File: src/rtl/sobel_frame_ctrl.sv
// Frame sequencer for the gray-to-Sobel stage: window shift timing, trailing pad, border flags.
// Optional macro SOBEL_FRAME_AUTO_EN: DONE rolls straight into the next frame without start.
module sobel_frame_ctrl #(
    parameter int WIDTH  = 720,
    parameter int HEIGHT = 720,
    parameter int CW     = $clog2(WIDTH*HEIGHT+WIDTH+2)
) (
    input  logic                      clk,
    input  logic                      rst,
    input  logic                      start,
    input  logic                      in_empty,
    output logic                      in_rd_en,
    output logic                      shift_en,
    output logic                      pad_sel,
    input  logic                      out_afull,
    output logic                      out_wr_en,
    output logic                      border,
    output logic [$clog2(WIDTH)-1:0]  out_col,
    output logic [$clog2(HEIGHT)-1:0] out_row,
    output logic                      busy,
    output logic                      frame_done
);

    localparam int COLW = $clog2(WIDTH);
    localparam int ROWW = $clog2(HEIGHT);

    localparam logic [CW-1:0]   LAST_PIX   = CW'(WIDTH*HEIGHT-1);
    localparam logic [CW-1:0]   LAST_SHIFT = CW'(WIDTH*HEIGHT+WIDTH);
    localparam logic [CW-1:0]   FIRST_OUT  = CW'(WIDTH+1);
    localparam logic [COLW-1:0] COL_LAST   = COLW'(WIDTH-1);
    localparam logic [ROWW-1:0] ROW_LAST   = ROWW'(HEIGHT-1);

    typedef enum logic [2:0] {
        IDLE,
        RUN,
        DRAIN,
        FLUSH,
        DONE
    } state_t;

    state_t          state_q, state_d;
    logic [CW-1:0]   shift_cnt_q, shift_cnt_d;
    logic [COLW-1:0] col_q, col_d;
    logic [ROWW-1:0] row_q, row_d;
    logic            out_wr_en_q, out_wr_en_d;

    always_comb begin
        state_d     = state_q;
        shift_cnt_d = shift_cnt_q;
        col_d       = col_q;
        row_d       = row_q;
        shift_en    = 1'b0;
        in_rd_en    = 1'b0;
        pad_sel     = 1'b0;

        // Coordinates track the push that is landing this cycle.
        if (out_wr_en_q) begin
            if (col_q == COL_LAST) begin
                col_d = '0;
                row_d = (row_q == ROW_LAST) ? '0 : row_q + 1'b1;
            end else begin
                col_d = col_q + 1'b1;
            end
        end

        case (state_q)
            IDLE: begin
                if (start) begin
                    state_d     = RUN;
                    shift_cnt_d = '0;
                    col_d       = '0;
                    row_d       = '0;
                end
            end
            RUN: begin
                shift_en = !in_empty && !out_afull;
                in_rd_en = shift_en;
                if (shift_en) begin
                    shift_cnt_d = shift_cnt_q + 1'b1;
                    if (shift_cnt_q == LAST_PIX) state_d = DRAIN;
                end
            end
            DRAIN: begin
                shift_en = !out_afull;
                pad_sel  = 1'b1;
                if (shift_en) begin
                    shift_cnt_d = shift_cnt_q + 1'b1;
                    if (shift_cnt_q == LAST_SHIFT) state_d = FLUSH;
                end
            end
            FLUSH: state_d = DONE;
            DONE: begin
`ifdef SOBEL_FRAME_AUTO_EN
                state_d     = RUN;
                shift_cnt_d = '0;
                col_d       = '0;
                row_d       = '0;
`else
                state_d     = IDLE;
`endif
            end
            default: state_d = IDLE;
        endcase

        // The first WIDTH+1 shifts only prime the window; no centre pixel exists yet.
        out_wr_en_d = shift_en && (shift_cnt_q >= FIRST_OUT);
    end

    always_ff @(posedge clk or posedge rst) begin
        if (rst) begin
            state_q     <= IDLE;
            shift_cnt_q <= '0;
            col_q       <= '0;
            row_q       <= '0;
            out_wr_en_q <= 1'b0;
        end else begin
            state_q     <= state_d;
            shift_cnt_q <= shift_cnt_d;
            col_q       <= col_d;
            row_q       <= row_d;
            out_wr_en_q <= out_wr_en_d;
        end
    end

    assign out_wr_en  = out_wr_en_q;
    assign out_col    = col_q;
    assign out_row    = row_q;
    assign busy       = (state_q != IDLE);
    assign frame_done = (state_q == DONE);
    // Gated by out_wr_en so the flag stays low outside pushes and during reset.
    assign border     = out_wr_en_q &&
                        (row_q == '0 || row_q == ROW_LAST || col_q == '0 || col_q == COL_LAST);

endmodule

File: config.mk
export PLATFORM = sky130hd
export DESIGN_NAME = sobel_frame_ctrl
export DESIGN_NICKNAME = d
export VERILOG_FILES = /design/src/rtl/sobel_frame_ctrl.sv
export SDC_FILE = /design/constraint.sdc
export NUM_CORES = 1
export LEC_CHECK = 0
export BUFFER_PORTS_ARGS = -buffer_cell sky130_fd_sc_hd__buf_2
export CAP_MARGIN = 20
export CORE_MARGIN = 5
export CORE_UTILIZATION = 30
export CTS_CLUSTER_SIZE = 40
export DETAILED_ROUTE_END_ITERATION = 10
export GPL_ROUTABILITY_DRIVEN = 0
export PLACE_DENSITY = 0.52
export SKIP_LAST_GASP = 1
export SYNTH_ARGS = -nofsm -noshare
export SYNTH_HDL_FRONTEND = slang
export SYNTH_SLANG_ARGS = --single-unit
File: constraint.sdc
create_clock -name clk -period 1.8 [get_ports clk]
set_input_delay 0.36 -clock clk [delete_from_list [all_inputs] [get_ports clk]]
set_output_delay 0.36 -clock clk [all_outputs]
set_load 0.005 [all_outputs]
==> metrics.md <==
| Metric | Value |
|---|---|
| Hold/Removal Path Class | in2async |
| DR vias/cell | 5.21 |
| Average wire per standard cell | 15.1 um |
| H-tree levels | 2 |
| Delay-heaviest family, CP | compound AO/OA/AOI/OAI gates |
| Violated checks | setup timing |
| Clock sink total | 43 |
| Top-count cell post-synth | dfrtp_1 |
| Sw frac | 28.8% |
| Status | finished with violations |
| I/O Buffers | 31 |
| Final Setup Violations | 7 |
| Total CTS buffers | 5 |
| Fmax | 0.478 GHz |
| Ranking of synthesized cells by area | dfrtp_1 (41%), a21oi_1 (3.9%), ha_1 (3.4%) |
| Register bit total from synthesis | 43 |
| Crit path cell chain | nor4_2 > nand3b_1 > a2111oi_2 > o21a_1 > buf_2 |
| Biggest area consumer among synthesized cells | dfrtp_1 |
| MaxCap Viol Count | 0 |
| Total grt overflow | 0 |
| Max incr delay on CP | roughly 400 ps |
| RR Startpoint | state_q[0]$_DFFE_PP0P_ |
| Antenna violations before repair | 0 |
| Gr usage total | 14.2% |
| HPWL reported at the end of detailed placement | 5470 um |
| Gate power share | between 20 and 30% |
| Clock buffer depth | 2 |
| Clock Latency Late Sink | 300 ps |
| Most frequent cells after synthesis | dfrtp_1 (43), nor2_1 (23), a21oi_1 (20) |
| Tot Pwr | 2.85 mW |
| Crit path buf inv count | 1 |
| Worst-margin pin slew | 650 ps |
| Clock slew at reported path FFs | around 80 ps |
| Worst r2r dst | state_q[1]$_DFFE_PP0P_ |
| Hold buffers post-CTS | 0 |
| Via Count | 2590 |
| VDD IR max | 456 uV |
| FP Rows | 34 |
| DIE WIDTH | 103 um |
| Post-route DRC | 0 |
| Fin crit share | 116% |
| Die area | 10600 um2 |
| Layout net count | 400 |
| Vias in the first global route | 2479 |
| Largest net degree at the start of global routing | 17 |
| Post-Syn Nets | 299 |
| Clock power share | roughly a third |
| Yosys top cell area share | 41.5% |
| Syn Inst Count | 287 |
| DR iter-0 viols | 89 |
| Worst R2R Path Depth | 6 |
| Rel. slew slack | 56.4% |
| Pre-antenna DRT Iters | 4 |
| WS Path Type | reg2out |
| Post-synth cell types | 54 |
| Post-route ant nets | 0 |
| Fin cells | about 500 |
| Layout cells sized above 1 | 39.6% |
| Data required, critical path | 1440 ps |
| PD cells | 754 nW/um2 |
| Worst setup EP type | output port |
| Routed Wire Length | 7520 um |
| CTS root buf | clkbuf_8 |
| Ys Warns | 0 |
| CTS tree | done |
| N_diodes | 0 |
| Number of I/O pins | 32 |
| Number of synthesized flops with an enable pin | 0 |
| Die height | 103 um |
| First-pass GRT wire length | approximately 12000 um |
| Core Area | 8590 um2 |
| Area grow syn2layout | 45.7% |
| Synth Cell Area | 2590 um2 |
| Slack of the worst reg-to-reg path | -170 ps |
| Max-slew violation count | 0 |
| CP max FO | 2 |
| PnR worst setup slack | -293 ps |
| Final clock skew | 8.71 ps |
| Final Util | 44.0% |
| Critical Path AT | around 1700 ps |
| Net Sw Power | between 800 and 900 uW |
| Synthesized area per cell | between 9 and 10 um2 |
| Final min period | 2090 ps |
| Power Internal | 2.03 mW |
| Sequential Power Share | approximately two fifths |
| Starting Density | 30.2% |
| RSZ-0062 raised after global routing | true |
| Critical path's slowest cell | dfrtp_1 |
| Ys flop type | dfrtp_1 |
| Placed cell count | 473 |
| Startpoint type of the worst setup path | register |
| Ys async rst share | 100% |
| Final hold violation count | 0 |
| Static Leak | 1.75 nW |
| Seq/Total Area, Yosys | 41.5% |
-- worst max path at each step --
stage | from | endpoint | depth (start not counted)
after floorplan | state_q[1]$_DFFE_PP0P_ | out_row[1]$_DFF_PP0_ | 5
after global placement | start | shift_cnt_q[18]$_DFFE_PP0P_ | 6
after detailed placement | start | shift_cnt_q[18]$_DFFE_PP0P_ | 6
after CTS | out_col[0]$_DFF_PP0_ | border | 6
after global routing | out_col[0]$_DFF_PP0_ | border | 6
final | out_col[6]$_DFF_PP0_ | border | 5
-- repair_timing --
| item | 4_1_cts | 5_1_grt |
|---|---|---|
| setup endpoints to repair | 22 | 28 |
| cloned | 0 | 1 |
| pin swaps | 8 | 20 |
| resized for setup | 21 | 32 |
| setup buffers | 3 | 13 |
-- power groups by stage --
| stage | clock [mW] | combinational [mW] | sequential, mW |
|---|---|---|---|
| floorplan | 0 | 0.307 | 1.21 |
| global placement | 0 | 0.696 | 1.17 |
| detailed placement | 0 | 0.716 | 1.18 |
| CTS | 0.923 | 0.741 | 1.16 |
| global route | 0.967 | 0.881 | 1.18 |
| finish | 0.899 | 0.790 | 1.16 |
-- area by class of cell --
cell class              count  area, um2
clock buffers               6       72.6
clock inverters             2       60.1
fillers                   851       4810
inverters                  13       48.8
multi-input cells         217       1600
flip-flops and latches     43       1080
well taps                 108        135
repair buffers            108        788
-- logic make-up after synthesis --
| group | count (synthesis) | share of synthesized area [%] |
|---|---|---|
| AO/OA/AOI/OAI | 61 | 14.8 |
| XOR/XNOR | 13 | 4.39 |
| buffers and inverters | 27 | 4.53 |
| AND/OR/NAND/NOR | 134 | 30.7 |
| adder cells (fa/ha/maj) | 7 | 3.38 |
| flip-flops | 43 | 41.5 |
| multiplexers | 2 | 0.772 |
-- state kept, by name (all words and copies together), names as in the netlist --
| register | count |
|---|---|
| shift_cnt_q | 19 |
| out_col | 10 |
| out_row | 10 |
| state_q | 3 |
| out_wr_en | 1 |
-- stage by stage --
step / TNS, ps / instance area, um2 / worst slack [ps] / hold slack, ps
3_3_place_gp: -1640 / 3320 / -185 / 401
4_1_cts: -634 / 3530 / -326 / 81.0
6_report: -1130 / 3780 / -293 / 62.0
5_1_grt: -1970 / 3780 / -403 / 96.5
3_5_place_dp: -2380 / 3320 / -252 / 405
2_1_floorplan: 0 / 2590 / 14.6 / 495
-- layout by cell type (no fill, tap or decap), types with 4 or more instances in the layout --
cell type,count
nand3_1,14
ha_1,5
o21ai_0,13
nor4b_1,4
o31ai_1,10
a21oi_2,7
inv_1,12
nand2_1,19
or3_1,5
clkbuf_8,5
nor2_1,22
buf_6,8
nand2b_1,4
or4_4,4
and3_1,7
xnor2_1,7
or4_1,5
dfrtp_1,42
buf_2,31
buf_4,67
a21oi_1,13
xor2_1,6
nand4_1,13
-- metal layers --
metal	GRT usage, %	share of wire [%]	vias to the layer above
li1	-	-	1273
met1	18.9	45	1279
met2	24.4	51	34
met3	2.50	3.4	4
met4	2.79	0.52	0
met5	0	0	-
-- worst reg2reg max path: stages (launching register included) --
cell and delay (ps):
dfrtp_1 420, buf_6 120, buf_6 100, or3b_4 390, or3_4 340, or4_4 420
a21oi_2 120
No activity file was read; power rests on OpenSTA's default activity.
